[src/rtl/mem_stage_pkg.sv]
// mem_stage_pkg -- shared types and constants for the memory stage.
//   state_t : IDLE / ACCESS / DONE sequencing of one memory instruction
//   op_t    : decoded memory operation (OP_NONE = pass-through)
//   word_t  : which field a single 16-bit memory beat carries
//   MEM_*   : bit positions inside the i_Mem control field
//   ADDR_W  : data-memory / stack-pointer width, SP_RESET : SP after reset
package mem_stage_pkg;

  localparam int ADDR_W = 20;
  localparam logic [ADDR_W-1:0] SP_RESET = 20'hFFFFF;
  localparam logic [ADDR_W-1:0] SP_ONE   = 20'h00001;

  localparam int MEM_READ  = 0;
  localparam int MEM_WRITE = 1;
  localparam int MEM_PUSH  = 2;
  localparam int MEM_POP   = 3;
  localparam int MEM_PC    = 4;
  localparam int MEM_FLAGS = 5;

  typedef enum logic [1:0] {IDLE, ACCESS, DONE} state_t;
  typedef enum logic [2:0] {OP_NONE, OP_READ, OP_WRITE, OP_PUSH, OP_POP} op_t;
  typedef enum logic [1:0] {W_DATA, W_PC_HI, W_PC_LO, W_FLAG} word_t;

  // One operation per instruction, highest priority first.
  function automatic op_t decode_op(input logic [5:0] mem);
    op_t op;
    op = OP_NONE;
    if (mem[MEM_PUSH])       op = OP_PUSH;
    else if (mem[MEM_POP])   op = OP_POP;
    else if (mem[MEM_WRITE]) op = OP_WRITE;
    else if (mem[MEM_READ])  op = OP_READ;
    return op;
  endfunction

  // Beats per instruction; the flags bit only counts together with the pc bit.
  function automatic logic [1:0] word_count(input op_t op, input logic [5:0] mem);
    logic [1:0] n;
    n = 2'd1;
    if ((op == OP_PUSH || op == OP_POP) && mem[MEM_PC])
      n = mem[MEM_FLAGS] ? 2'd3 : 2'd2;
    return n;
  endfunction

endpackage

[src/rtl/mem_stage_stack_ptr.sv]
// stack_ptr -- 20-bit stack pointer register with modulo-2^20 step logic.
//   clk, rst      : clock, asynchronous active-low reset (value -> SP_RESET)
//   inc, dec      : step up / down by one this cycle (inc wins if both)
//   value         : current stack pointer
//   value_up      : value + 1, used as the pre-incremented pop address
module stack_ptr
  import mem_stage_pkg::*;
(
  input  logic              clk,
  input  logic              rst,
  input  logic              inc,
  input  logic              dec,
  output logic [ADDR_W-1:0] value,
  output logic [ADDR_W-1:0] value_up
);

  // Natural 20-bit wrap gives FFFFF+1=00000 and 00000-1=FFFFF.
  assign value_up = value + SP_ONE;

  always_ff @(posedge clk or negedge rst) begin
    if (!rst)
      value <= SP_RESET;
    else if (inc)
      value <= value_up;
    else if (dec)
      value <= value - SP_ONE;
  end

endmodule

[src/rtl/mem_stage.sv]
// mem_stage -- pipeline memory stage: read/write/push/pop, multi-word pc/flags
// stack transfers over a ready-handshaked 16-bit data-memory port.
//   clk, rst (async active-low)
//   i_valid, i_Mem, i_WB, i_Rdst, i_pc, i_alu, i_read_data1, i_flag : ALU/MEM buffer
//   mem_req, mem_we, mem_addr, mem_wdata, mem_rdata, mem_ready      : data memory
//   stall : holds the upstream buffer while an access is pending
//   o_valid, o_WB, o_Rdst, o_alu, o_mem_data                        : to writeback
//   o_new_pc/o_pc_load, o_flag/o_flag_load : one-cycle restore pulses from pops
//   o_sp : current stack pointer
module mem_stage
  import mem_stage_pkg::*;
(
  input  logic              clk,
  input  logic              rst,
  input  logic              i_valid,
  input  logic [5:0]        i_Mem,
  input  logic [3:0]        i_WB,
  input  logic [2:0]        i_Rdst,
  input  logic [31:0]       i_pc,
  input  logic [15:0]       i_alu,
  input  logic [15:0]       i_read_data1,
  input  logic [3:0]        i_flag,
  output logic              mem_req,
  output logic              mem_we,
  output logic [ADDR_W-1:0] mem_addr,
  output logic [15:0]       mem_wdata,
  input  logic [15:0]       mem_rdata,
  input  logic              mem_ready,
  output logic              stall,
  output logic              o_valid,
  output logic [3:0]        o_WB,
  output logic [2:0]        o_Rdst,
  output logic [15:0]       o_alu,
  output logic [15:0]       o_mem_data,
  output logic [31:0]       o_new_pc,
  output logic              o_pc_load,
  output logic [3:0]        o_flag,
  output logic              o_flag_load,
  output logic [ADDR_W-1:0] o_sp
);

  state_t      state_reg;
  op_t         op_reg;
  logic [1:0]  k_reg, n_reg;
  logic        pc_op_reg, flags_op_reg, pt_valid_reg;
  logic [3:0]  wb_reg, flag_in_reg, flag_out_reg;
  logic [2:0]  rdst_reg;
  logic [31:0] pc_reg, new_pc_reg;
  logic [15:0] alu_reg, rd1_reg, mem_data_reg;

  op_t               cur_op;
  word_t             word;
  logic              accept_mem, beat_done, last_beat, sp_inc, sp_dec;
  logic [ADDR_W-1:0] sp, sp_up;

  stack_ptr u_sp (
    .clk      (clk),
    .rst      (rst),
    .inc      (sp_inc),
    .dec      (sp_dec),
    .value    (sp),
    .value_up (sp_up)
  );

  always_comb begin
    cur_op     = decode_op(i_Mem);
    accept_mem = (state_reg == IDLE) && i_valid && (cur_op != OP_NONE);
    // Gated by rst so the buffer is released the instant reset is applied.
    stall      = rst && ((state_reg == ACCESS) || accept_mem);
    mem_req    = (state_reg == ACCESS);
    beat_done  = mem_req && mem_ready;
    last_beat  = (k_reg == n_reg - 2'd1);
    sp_dec     = beat_done && (op_reg == OP_PUSH);
    sp_inc     = beat_done && (op_reg == OP_POP);

    // Push stores hi, lo, flags going down; pop retrieves them in reverse.
    word = W_DATA;
    if (pc_op_reg) begin
      if (op_reg == OP_PUSH)
        word = (k_reg == 2'd0) ? W_PC_HI : (k_reg == 2'd1) ? W_PC_LO : W_FLAG;
      else if (flags_op_reg)
        word = (k_reg == 2'd0) ? W_FLAG : (k_reg == 2'd1) ? W_PC_LO : W_PC_HI;
      else
        word = (k_reg == 2'd0) ? W_PC_LO : W_PC_HI;
    end

    mem_addr = '0;
    if (mem_req) begin
      case (op_reg)
        OP_PUSH: mem_addr = sp;
        OP_POP:  mem_addr = sp_up;
        default: mem_addr = {4'b0, alu_reg};
      endcase
    end

    mem_we    = mem_req && (op_reg == OP_WRITE || op_reg == OP_PUSH);
    mem_wdata = '0;
    if (mem_we) begin
      case (word)
        W_PC_HI: mem_wdata = pc_reg[31:16];
        W_PC_LO: mem_wdata = pc_reg[15:0];
        W_FLAG:  mem_wdata = {12'b0, flag_in_reg};
        default: mem_wdata = rd1_reg;
      endcase
    end
  end

  always_ff @(posedge clk or negedge rst) begin
    if (!rst) begin
      state_reg    <= IDLE;
      op_reg       <= OP_NONE;
      k_reg        <= '0;
      n_reg        <= '0;
      pc_op_reg    <= 1'b0;
      flags_op_reg <= 1'b0;
      pt_valid_reg <= 1'b0;
      wb_reg       <= '0;
      rdst_reg     <= '0;
      alu_reg      <= '0;
      pc_reg       <= '0;
      rd1_reg      <= '0;
      flag_in_reg  <= '0;
      mem_data_reg <= '0;
      new_pc_reg   <= '0;
      flag_out_reg <= '0;
    end else begin
      pt_valid_reg <= 1'b0;
      case (state_reg)
        IDLE: begin
          if (i_valid) begin
            wb_reg   <= i_WB;
            rdst_reg <= i_Rdst;
            alu_reg  <= i_alu;
            if (cur_op == OP_NONE) begin
              pt_valid_reg <= 1'b1;
            end else begin
              op_reg       <= cur_op;
              pc_op_reg    <= (word_count(cur_op, i_Mem) != 2'd1);
              flags_op_reg <= (word_count(cur_op, i_Mem) == 2'd3);
              n_reg        <= word_count(cur_op, i_Mem);
              pc_reg       <= i_pc;
              rd1_reg      <= i_read_data1;
              flag_in_reg  <= i_flag;
              k_reg        <= 2'd0;
              state_reg    <= ACCESS;
            end
          end
        end
        ACCESS: begin
          if (mem_ready) begin
            if (!mem_we) begin
              case (word)
                W_PC_HI: new_pc_reg[31:16] <= mem_rdata;
                W_PC_LO: new_pc_reg[15:0]  <= mem_rdata;
                W_FLAG:  flag_out_reg      <= mem_rdata[3:0];
                default: mem_data_reg      <= mem_rdata;
              endcase
            end
            k_reg <= k_reg + 2'd1;
            if (last_beat)
              state_reg <= DONE;
          end
        end
        // The buffer still shows the finished instruction here; ignore it.
        DONE:    state_reg <= IDLE;
        default: state_reg <= IDLE;
      endcase
    end
  end

  assign o_valid     = (state_reg == DONE) || pt_valid_reg;
  assign o_pc_load   = (state_reg == DONE) && (op_reg == OP_POP) && pc_op_reg;
  assign o_flag_load = (state_reg == DONE) && (op_reg == OP_POP) && flags_op_reg;
  assign o_WB        = wb_reg;
  assign o_Rdst      = rdst_reg;
  assign o_alu       = alu_reg;
  assign o_mem_data  = mem_data_reg;
  assign o_new_pc    = new_pc_reg;
  assign o_flag      = flag_out_reg;
  assign o_sp        = sp;

endmodule

[config.mk]
export PLATFORM = sky130hd
export DESIGN_NAME = mem_stage
export DESIGN_NICKNAME = d
export VERILOG_FILES = /design/src/rtl/mem_stage_pkg.sv /design/src/rtl/mem_stage_stack_ptr.sv /design/src/rtl/mem_stage.sv
export SDC_FILE = /design/constraint.sdc
export NUM_CORES = 1
export LEC_CHECK = 0
export ABC_AREA = 1
export BUFFER_PORTS_ARGS = -buffer_cell sky130_fd_sc_hd__buf_2
export CAP_MARGIN = 20
export CORE_MARGIN = 8
export CORE_UTILIZATION = 35
export DETAILED_ROUTE_END_ITERATION = 6
export PLACE_DENSITY = 0.69
export SYNTH_ARGS = -nofsm -noshare
export SYNTH_HDL_FRONTEND = slang
export SYNTH_SLANG_ARGS = --single-unit
[constraint.sdc]
create_clock -name clk -period 2.3 [get_ports clk]
set_input_delay 0.46 -clock clk [delete_from_list [all_inputs] [get_ports clk]]
set_output_delay 0.46 -clock clk [all_outputs]
set_load 0.01 [all_outputs]
==> summary.md <==
| Metric | Value |
|---|---|
| Most frequent CP cell | `buf_6` |
| Max stage delay cell, worst path | `dfstp_2` |
| Share of post-route cells with drive strength above 1 | `35.7%` |
| H-tree depth | `4` |
| Sequential share of the synthesized area | `46.9%` |
| Min-delay worst type | `in -> async` |
| Leakage | `6.37 nW` |
| RSZ-0062 raised after global routing | `true` |
| Setup violators final | `36` |
| R2R depth | `23` |
| Worst path top cell family by delay | `flip-flops` |
| Largest net degree at the start of global routing | `87` |
| Critical path data required time | `1.84 ns` |
| Placement Cell Area | `10200 sq um` |
| Yosys reg bits | `159` |
| CTS tree | `built` |
| Internal Power | `9.20 mW` |
| Worst R2R Setup Slack | `-0.31 ns` |
| Number of flops mapped to enable cells by yosys | `0` |
| Terminus of the critical flop-to-flop path | `u_sp.value[14]` |
| Avg Inst Size Synth | `7.37 sq um` |
| Switch Pwr | `7.65 mW` |
| Detailed Route WL | `30700 microns` |
| Vias/cell | `5.00` |
| Skew-Pair Late Insertion Delay | `0.42 ns` |
| Clk buf depth | `2` |
| CP Capture Type | `output pin` |
| Clk_skew | `0.0140 ns` |
| First-pass GRT wire length | `46600 microns` |
| CTS Root Cell | `clkbuf_16` |
| Synthesized instance count | `1159` |
| Fin crit share | `116%` |
| Final hold viol count | `0` |
| Syn_nets | `1265` |
| Seq pwr share | `29.8%` |
| Max-cap viol count | `0` |
| Post-route DRC | `0` |
| DIE HEIGHT | `172 microns` |
| Leading register cell type out of synthesis | `dfrtp_1` |
| Synth Cell Area | `8540 sq um` |
| Clk network pwr share | `17.3%` |
| Crit-path max cell delay | `0.58 ns` |
| Failing checks | `setup timing` |
| DP HPWL | `20600 microns` |
| Drt initial violations | `808` |
| Synth area leaders | `dfrtp_1 41%, nand2_1 21%, dfstp_2 6.2%, nand3_1 6.1%, inv_1 3.8%` |
| Clk sinks | `159` |
| Reg2reg start | `u_sp.value[0]` |
| Initial antenna violation count | `0` |
| Worst Tran Pin Value | `0.884 ns` |
| Yosys warns | `0` |
| DRT Pass-1 Iters | `5` |
| N_diodes | `0` |
| Detail Route Antenna Nets | `0` |
| Count of cell types in the netlist | `40` |
| CP Buf/Inv Count | `4` |
| Via count | `8994` |
| Avg WL per Cell | `17.1 microns` |
| Sw frac | `45.4%` |
| DIE WIDTH | `172 microns` |
| Slew Viols, Final | `0` |
| Logic pwr share | `52.9%` |
| Worst vdd ir | `0.606 mV` |
| Global-route usage over all layers | `19.9%` |
| WS Path Type | `reg -> out` |
| Initial Util | `35.3%` |
| Tmin final | `2.67 ns` |
| Crit path DAT | `2.21 ns` |
| Final instance area | `12000 sq um` |
| Area leader, netlist | `dfrtp_1` |
| CTS Hold Bufs | `0` |
| Pwr per Cell Area | `1400 nW/um^2` |
| Crit Path Max Fanout | `4` |
| Number of global-route vias before repair | `8935` |
| Area growth syn-to-layout | `41.0%` |
| Hold slack | `0.0259 ns` |
| IO Count | `238` |
| Die Area | `29700 sq um` |
| Post-synth ARST share | `100%` |
| Routability cong. | `0.911` |
| Top-count cell post-synth | `nand2_1` |
| Fin worst setup slack | `-0.369 ns` |
| CTS buffer count | `17` |
| Fmax | `375 MHz` |
| Site row count | `57` |
| Total core area | `24200 sq um` |
| GR Overflow Total | `0` |
| Crit start category | `register` |
| PortBufs | `237` |
| NumNets Final | `1569` |
| Relative slew margins | `41.1%` |
| CTS clk-pin slew, worst paths | `0.07 ns` |
| Final Util | `49.8%` |
| Most frequent cells after synthesis | `471 x nand2_1, 139 x dfrtp_1, 104 x nand3_1` |
| CP Cell Sequence | `ha_4, nand2_2, nor2_2, buf_6, buf_4, buf_6, xor2_2, or2_4, a31oi_1, buf_2` |
| Outcome | `finished, violations left` |
| Top cell type's share of synthesized area | `40.7%` |
==> repair_timing <==
item | 4_1_cts | 5_1_grt
cloned | 8 | 1
endpoints found under the hold margin | 0 | 0
setup buffers | 41 | 21
endpoints found under the setup margin | 38 | 40
pin swaps | 26 | 40
resized for setup | 99 | 80
==> cell families after synthesis <==
logic type      after synthesis  synth area share [%]
fa+ha+maj                     5                 0.732
xor+xnor                      8                 0.820
simple gates                697                  35.4
compound gates              135                  8.39
buf+inv                     155                  7.79
flops                       159                  46.9
==> metrics by stage <==
step / setup TNS (ns) / power, mW / setup slack (ns) / cells
floorplan: 0 / 9.17 / 0.116 / 1159
global placement: 0 / 11.7 / 0.0416 / 1700
detailed placement: 0 / 11.8 / 0.0114 / 1700
CTS: -8.81 / 16.2 / -0.336 / 1781
global route: -13.42 / 18.0 / -0.449 / 1800
finish: -9.68 / 16.8 / -0.369 / 1800
==> power by group through the flow <==
stage	Combinational (mW)	Sequential, mW	Clock (mW)
global placement	6.71	4.95	0
global route	9.70	5.16	3.09
floorplan	4.09	5.09	0
detailed placement	6.84	5.00	0
CTS	8.29	4.97	2.98
finish	8.91	5.02	2.92
==> metal layers <==
metal / wire length, microns / global-route usage, %
met5: 0 / 0
met4: 659 / 7.42
met1: 12800 / 25.6
met2: 14900 / 32.5
met3: 2410 / 3.97
==> worst max path at each step <==
stage	endpoint	cells past startpoint	startpoint	slack, ns
floorplan	mem_addr[14]	9	u_sp.value[1]	0.12
global placement	mem_addr[14]	11	u_sp.value[1]	0.04
detailed placement	mem_wdata[2]	11	k_reg[0]	0.01
CTS	mem_addr[18]	9	u_sp.value[1]	-0.34
global route	mem_addr[4]	10	u_sp.value[1]	-0.45
finish	mem_addr[4]	10	u_sp.value[1]	-0.37
==> cell usage in the layout (no fill, tap or decap), types with 7 or more instances in the layout <==
cell,synthesis,layout
buf_6,2,22
nor2_1,63,54
buf_12,0,7
buf_2,32,232
nand3_1,104,84
inv_1,87,78
nand4_1,24,24
nand2_2,4,22
a21oi_2,0,9
o21ai_2,0,9
o21ai_1,35,36
nor2_4,7,13
dfstp_2,20,20
nand2_8,0,8
a21oi_1,21,12
o21ai_0,61,50
nand2_4,5,7
nand3_4,1,7
inv_2,10,14
clkbuf_16,0,17
dfrtp_1,139,137
nand2_1,471,447
buf_4,7,73
nand3_2,3,17
a31oi_1,9,7
==> area by class of cell <==
type,count,area (sq um)
Clock buffer,17,425
Clock inverter,15,178
Fill cell,2296,12100
Inverter,98,390
Multi-Input combinational cell,850,4480
Sequential cell,159,4010
Tap cell,324,405
Timing Repair Buffer,337,2150
Power figures use the tool's default switching activity.
